## src/rtl/rand_range_sampler_if.sv

```systemverilog
// Request/result handshake bundle for rand_range_sampler.
// The master side issues requests and consumes results; the slave side is the sampler.
interface rand_range_sampler_if #(
    parameter int WIDTH = 8
);
    logic [WIDTH-1:0] limit;
    logic             req_valid;
    logic             req_ready;
    logic             out_valid;
    logic             out_ready;
    logic [WIDTH-1:0] out_value;
    logic             out_fallback;

    modport master (
        output limit,
        output req_valid,
        output out_ready,
        input  req_ready,
        input  out_valid,
        input  out_value,
        input  out_fallback
    );

    modport slave (
        input  limit,
        input  req_valid,
        input  out_ready,
        output req_ready,
        output out_valid,
        output out_value,
        output out_fallback
    );
endinterface

```

## src/rtl/rand_range_sampler.sv

```systemverilog
// Bounded masked rejection sampler: maps a free-running LFSR stream onto [0, limit-1].
// Define RANGE_STATS_EN to add saturating rejection/fallback counters (rej_total, fallback_total).
module rand_range_sampler #(
    parameter int WIDTH      = 8,
    parameter int MAX_REJECT = 15
) (
    input  logic             clk,
    input  logic             reset,
    input  logic [WIDTH-1:0] random_in,
    rand_range_sampler_if.slave bus
`ifdef RANGE_STATS_EN
    ,
    output logic [15:0]      rej_total,
    output logic [7:0]       fallback_total
`endif
);

    localparam int CW = $clog2(MAX_REJECT + 1);
    localparam logic [CW-1:0] LAST_TRY = CW'(MAX_REJECT - 1);

    typedef enum logic [1:0] {
        IDLE   = 2'd0,
        SAMPLE = 2'd1,
        HOLD   = 2'd2
    } state_t;

    state_t           state_reg, state_next;
    logic [WIDTH-1:0] limit_reg, limit_next;
    logic [WIDTH-1:0] mask_reg, mask_next;
    logic [CW-1:0]    cnt_reg, cnt_next;
    logic [WIDTH-1:0] value_reg, value_next;
    logic             fb_reg, fb_next;

    logic [WIDTH-1:0] limit_m1;
    logic [WIDTH-1:0] mask_calc;
    logic [WIDTH-1:0] cand;
    logic             accept;

    // Mask bit gi is set when any bit at or above gi is set in limit-1, giving the
    // smallest 2^k-1 covering limit-1. limit==0 wraps to all-ones (full range).
    assign limit_m1 = bus.limit - WIDTH'(1);

    genvar gi;
    generate
        for (gi = 0; gi < WIDTH; gi++) begin : g_mask
            assign mask_calc[gi] = |limit_m1[WIDTH-1:gi];
        end
    endgenerate

    assign cand   = random_in & mask_reg;
    assign accept = (limit_reg == '0) || (cand < limit_reg);

    // Gated by reset so ready is low while reset is held and high as soon as it lifts.
    assign bus.req_ready    = (state_reg == IDLE) && reset;
    assign bus.out_valid    = (state_reg == HOLD);
    assign bus.out_value    = value_reg;
    assign bus.out_fallback = fb_reg;

    always_ff @(posedge clk) begin
        if (!reset) begin
            state_reg <= IDLE;
            limit_reg <= '0;
            mask_reg  <= '0;
            cnt_reg   <= '0;
            value_reg <= '0;
            fb_reg    <= 1'b0;
        end else begin
            state_reg <= state_next;
            limit_reg <= limit_next;
            mask_reg  <= mask_next;
            cnt_reg   <= cnt_next;
            value_reg <= value_next;
            fb_reg    <= fb_next;
        end
    end

    always_comb begin
        state_next = state_reg;
        limit_next = limit_reg;
        mask_next  = mask_reg;
        cnt_next   = cnt_reg;
        value_next = value_reg;
        fb_next    = fb_reg;
        case (state_reg)
            IDLE: begin
                if (bus.req_valid) begin
                    limit_next = bus.limit;
                    mask_next  = mask_calc;
                    cnt_next   = '0;
                    state_next = SAMPLE;
                end
            end
            SAMPLE: begin
                if (accept) begin
                    value_next = cand;
                    fb_next    = 1'b0;
                    state_next = HOLD;
                end else if (cnt_reg == LAST_TRY) begin
                    // Dropping the top mask bit keeps the value below limit-1.
                    value_next = cand & (mask_reg >> 1);
                    fb_next    = 1'b1;
                    state_next = HOLD;
                end else begin
                    cnt_next = cnt_reg + CW'(1);
                end
            end
            HOLD: begin
                if (bus.out_ready) begin
                    state_next = IDLE;
                end
            end
            default: state_next = IDLE;
        endcase
    end

`ifdef RANGE_STATS_EN
    logic        reject_evt;
    logic        fallback_evt;
    logic [15:0] rej_total_reg;
    logic [7:0]  fallback_total_reg;

    assign reject_evt   = (state_reg == SAMPLE) && !accept;
    assign fallback_evt = reject_evt && (cnt_reg == LAST_TRY);

    always_ff @(posedge clk) begin
        if (!reset) begin
            rej_total_reg      <= '0;
            fallback_total_reg <= '0;
        end else begin
            if (reject_evt && (rej_total_reg != 16'hFFFF)) begin
                rej_total_reg <= rej_total_reg + 16'd1;
            end
            if (fallback_evt && (fallback_total_reg != 8'hFF)) begin
                fallback_total_reg <= fallback_total_reg + 8'd1;
            end
        end
    end

    assign rej_total      = rej_total_reg;
    assign fallback_total = fallback_total_reg;
`endif

endmodule

```

## src/flat_wrapper.sv

```systemverilog
// flat-port wrapper written by rule: the top's interface ports become plain ports
module rand_range_sampler_flat 
#(
    parameter int WIDTH      = 8,
    parameter int MAX_REJECT = 15
)
  (clk, reset, random_in, bus_limit, bus_req_valid, bus_out_ready, bus_req_ready, bus_out_valid, bus_out_value, bus_out_fallback);
  rand_range_sampler_if #(.WIDTH(WIDTH)) bus_i ();
  input  logic clk;
  input  logic reset;
  input  logic [WIDTH-1:0] random_in;
  input wire logic [$bits(bus_i.limit)-1:0] bus_limit;
  input wire logic [$bits(bus_i.req_valid)-1:0] bus_req_valid;
  input wire logic [$bits(bus_i.out_ready)-1:0] bus_out_ready;
  output wire logic [$bits(bus_i.req_ready)-1:0] bus_req_ready;
  output wire logic [$bits(bus_i.out_valid)-1:0] bus_out_valid;
  output wire logic [$bits(bus_i.out_value)-1:0] bus_out_value;
  output wire logic [$bits(bus_i.out_fallback)-1:0] bus_out_fallback;
  assign bus_i.limit = bus_limit;
  assign bus_i.req_valid = bus_req_valid;
  assign bus_i.out_ready = bus_out_ready;
  assign bus_req_ready = bus_i.req_ready;
  assign bus_out_valid = bus_i.out_valid;
  assign bus_out_value = bus_i.out_value;
  assign bus_out_fallback = bus_i.out_fallback;
  rand_range_sampler #(.WIDTH(WIDTH), .MAX_REJECT(MAX_REJECT)) u_core (.clk(clk), .reset(reset), .random_in(random_in), .bus(bus_i));
endmodule
```

## config.mk

```make
export PLATFORM = sky130hd
export DESIGN_NAME = rand_range_sampler_flat
export DESIGN_NICKNAME = d
export VERILOG_FILES = /design/src/rtl/rand_range_sampler_if.sv /design/src/rtl/rand_range_sampler.sv /design/src/flat_wrapper.sv
export SDC_FILE = /design/constraint.sdc
export NUM_CORES = 1
export LEC_CHECK = 0
export ABC_AREA = 1
export CAP_MARGIN = 10
export CORE_ASPECT_RATIO = 0.8
export CORE_MARGIN = 3
export CORE_UTILIZATION = 55
export DETAILED_ROUTE_END_ITERATION = 10
export DONT_BUFFER_PORTS = 1
export GPL_TIMING_DRIVEN = 1
export PLACE_DENSITY = 0.7
export SLEW_MARGIN = 40
export SYNTH_ARGS = -nofsm -noshare
export SYNTH_HDL_FRONTEND = slang
export SYNTH_SLANG_ARGS = --single-unit
```

## constraint.sdc

```tcl
create_clock -name clk -period 2 [get_ports clk]
set_input_delay 0.2 -clock clk [delete_from_list [all_inputs] [get_ports clk]]
set_output_delay 0.2 -clock clk [all_outputs]
set_load 0.01 [all_outputs]
```

==> parameters.txt <==
Parameter                              Value

Timing
  Fraction of the cycle the final worst path needs    0.882
  Hold slack final    0.0404 ns
  Maximum achievable frequency    approximately 570 MHz
  Slew @ Worst Pin    0.345 ns
  Max-slew violation total from the final report    0
  Slew margin rel.    0.768
  Setup slack of the critical path after layout    0.235 ns
  Setup-violating endpoint count in the final report    0
  Hold Violations, Final    0
  Setup clock skew after layout    0.00416 ns
  Aggregate negative setup slack    0 ns
  RSZ-0062 raised after global routing    false
  Period minus WS final    1.76 ns

Clocking
  Library cell used as clock root buffer    sky130_fd_sc_hd__clkbuf_8
  Clock-pin transition on the worst setup and hold timing paths    about 0.06 ns
  TritonCTS Buffers    5
  Post-cts resize count    0
  Clock latency on the worst-skew pair    0.27 ns
  Clock net sink count    31
  Clock tree from TritonCTS    done
  Post-CTS repair timing setup buffer count    0
  Bufs on Longest Clock Path    2
  H-tree depth reported by CTS    2
  Total of hold buffers inserted after clock tree synthesis    0

Yosys
  Synth cell count leaders    53 x sky130_fd_sc_hd__nand2_1, 46 x sky130_fd_sc_hd__inv_1, 36 x sky130_fd_sc_hd__nor2_1, 31 x sky130_fd_sc_hd__dfxtp_1, 24 x sky130_fd_sc_hd__a21oi_1
  Share of Yosys cell area claimed by the top area cell type    0.347
  Most used standard cell by instance count after synthesis    sky130_fd_sc_hd__nand2_1
  Synth Net Count    297
  Part of the Yosys area used for sequential elements    0.347
  Number of enable-type register cells in the synthesized netlist    0
  Number of cells produced by synthesis    267
  Adder and majority cell fraction of the synthesized area    0.0700
  Multiplexer fraction of the synthesized cell area    0
  Async S/R FF share, synth    0
  Combinational family with the most area after synthesis    simple AND/OR/NAND/NOR gates
  Post-synthesis cell type count    26
  Synth Area in Simple Gates    0.312
  Top area cells in the synthesized netlist    sky130_fd_sc_hd__dfxtp_1 35%, sky130_fd_sc_hd__nand2_1 11%, sky130_fd_sc_hd__inv_1 9.7%, sky130_fd_sc_hd__nor2_1 7.6%, sky130_fd_sc_hd__ha_1 7.0%
  Average cell area after synthesis    6.69 um^2
  Warnings from Yosys    0
  Seq cells post-synth    31
  Top cell type by total area after synthesis    sky130_fd_sc_hd__dfxtp_1
  Post-synthesis compound-gate area fraction    0.125
  Prevailing post-synth register cell    sky130_fd_sc_hd__dfxtp_1
  Synth Area in XOR/XNOR    0.0294
  Netlist area before placement    about 1800 um^2

Outcome
  Outcome    finished clean

Setup path
  Worst-path cell with the longest stage delay    sky130_fd_sc_hd__dfxtp_1
  Worst-path maximum fanout    15
  Kind of cell adding the most delay to the critical path    simple AND/OR/NAND/NOR gates
  Setup slack of the most critical reg-to-reg path    0.24 ns
  Cell seen most often among critical-path stages    sky130_fd_sc_hd__nand2_4
  Critical path start-end classification    reg2reg
  Critical Path AT    1.94 ns
  Buffers and inverters on the worst path    1
  Largest stage delay, worst path    0.34 ns
  Required time at the worst-slack endpoint    2.17 ns
  Worst setup EP type    flip-flop
  Critical path, cell by cell    inv_1, ha_1, a21oi_1, o21a_1, nand2_4, nand2_4, nand2_2, nand2_4, nand2_1, nand2_1, nor2_1
  Nature of the critical path startpoint    flip-flop

Layout
  Number of nets at the end of the flow    300
  Total area of sequential cells    621 um^2
  Antenna diode count    0
  Synthesis-to-layout area growth    6.30%
  Layout Cells excl Fill    309
  Count of filler cells inserted in the layout    about 280
  Layout cells sized above 1    0.0664
  Multi-input gate area    ~960 um^2

Detailed routing
  Total Wirelength    3680 um
  Router iterations before antenna repair    4
  Vias    ~1,500
  Wire per inst    11.9 um
  Vias per std cell    4.96
  First DRT Iteration DRCs    87
  Remaining design rule violation count    0
  Number of nets still failing antenna checks after routing    0

GRT
  Overall global routing resource usage    0.206
  Global-route wire length before repair    6540 um
  GR Overflow Total    0
  Initial antenna violation count    0
  Largest net degree at the start of global routing    30
  Number of global-route vias before repair    between 1,000 and 1,500

Place
  Routability cong.    a little over 0.8
  Port buffer count    0
  Placed Instances    301
  Sum of net half-perimeters after detailed placement    2840 um
  Worst setup slack before clock tree synthesis    0.270 ns

Floorplanning
  I/O pin count    31
  Row count    17
  Die Footprint    3970 um^2
  Core box area    a little under 3000 um^2
  Initial cell density of the core    0.609
  Die outline height    57.0 um
  Die W    69.7 um

Min path
  Path class of the lowest-slack min-delay path    in2reg

Power
  Part of the total power dissipated in combinational logic    0.266
  Clock network power share    0.276
  IR Drop Worst-Case VDD    0.412 mV
  Cell Pwr Density    879 nW/um^2
  Static power due to leakage    0.949 nW
  Net switching power    0.000564 W
  Switching fraction of total power    0.338
  Internal power component    0.00111 W
  Fraction of power consumed by sequential logic    0.458

Flow run
  Max-capacitance violation count    0
[cell families (layout without fill, tap and decap cells)]
kind of cell,count (synthesis),count (layout)
AO/OA/AOI/OAI,43,43
XOR/XNOR,6,6
adder cells (fa/ha/maj),10,10
buffers and inverters,53,57
flip-flops,31,31
AND/OR/NAND/NOR,124,124
[through the flow]
stage                     utilization  cell area, um^2  power [W]
after floorplan                     -             1790    0.00114
after global placement          0.619             1820    0.00121
after detailed placement        0.619             1820    0.00122
after CTS                       0.647             1900    0.00168
after global routing            0.647             1900    0.00180
final                           0.647             1900    0.00167
[cell type report]
class	instances	share of cell area
inverters	47	0.0929
multi-input cells	183	0.505
flip-flops and latches	31	0.327
clock buffers	7	0.0402
well taps	38	0.0250
clock inverters	1	0.00264
repair buffers	2	0.00791
[placed cells by master (no fill, tap or decap)]
cell                       count
sky130_fd_sc_hd__ha_1         10
sky130_fd_sc_hd__o21ai_1       1
sky130_fd_sc_hd__a21oi_1      24
sky130_fd_sc_hd__buf_4         2
sky130_fd_sc_hd__nand3b_1      4
sky130_fd_sc_hd__nand2_1      53
sky130_fd_sc_hd__o21bai_1      1
sky130_fd_sc_hd__xor2_1        5
sky130_fd_sc_hd__nand2_2       5
sky130_fd_sc_hd__nand3_1      15
sky130_fd_sc_hd__inv_1        46
sky130_fd_sc_hd__xnor2_1       1
sky130_fd_sc_hd__dfxtp_1      31
sky130_fd_sc_hd__o211ai_1      1
sky130_fd_sc_hd__nand4_1       3
sky130_fd_sc_hd__clkinv_1      1
sky130_fd_sc_hd__clkbuf_1      2
sky130_fd_sc_hd__o21a_1        1
sky130_fd_sc_hd__nor4_1        2
sky130_fd_sc_hd__nand2_4       3
sky130_fd_sc_hd__nor3_1        1
sky130_fd_sc_hd__nor2_1       36
sky130_fd_sc_hd__nand3b_2      1
sky130_fd_sc_hd__nor2_2        1
sky130_fd_sc_hd__o21ai_0      15
sky130_fd_sc_hd__clkbuf_8      5
sky130_fd_sc_hd__clkinv_2      1
[power groups by stage]
stage          registers [W]  logic [W]  clock network (W)
4_1_cts             0.000765   0.000445           0.000472
3_3_place_gp        0.000776   0.000437                  0
6_report            0.000765   0.000444           0.000461
5_1_grt             0.000776   0.000518           0.000507
2_1_floorplan       0.000762   0.000378                  0
3_5_place_dp        0.000778   0.000441                  0
[routing by layer]
layer | vias up | part of all wire | GRT usage
met4 | 0 | 0.014 | 0.0765
li1 | 843 | - | -
met2 | 47 | 0.37 | 0.287
met3 | 5 | 0.089 | 0.0757
met1 | 639 | 0.53 | 0.291
met5 | - | 0 | 0
[path summary, 6_finish.rpt]
kind | depth (start not counted) | end | startpoint
worst min-delay path | 2 | u_core.cnt_reg[1] | reset
worst max register to register | 11 | u_core.bus.out_value[1] | u_core.limit_reg[7]
worst max-delay path | 11 | u_core.bus.out_value[1] | u_core.limit_reg[7]
worst min register to register | 2 | u_core.limit_reg[3] | u_core.limit_reg[3]
No activity file was read; power rests on OpenSTA's default activity.
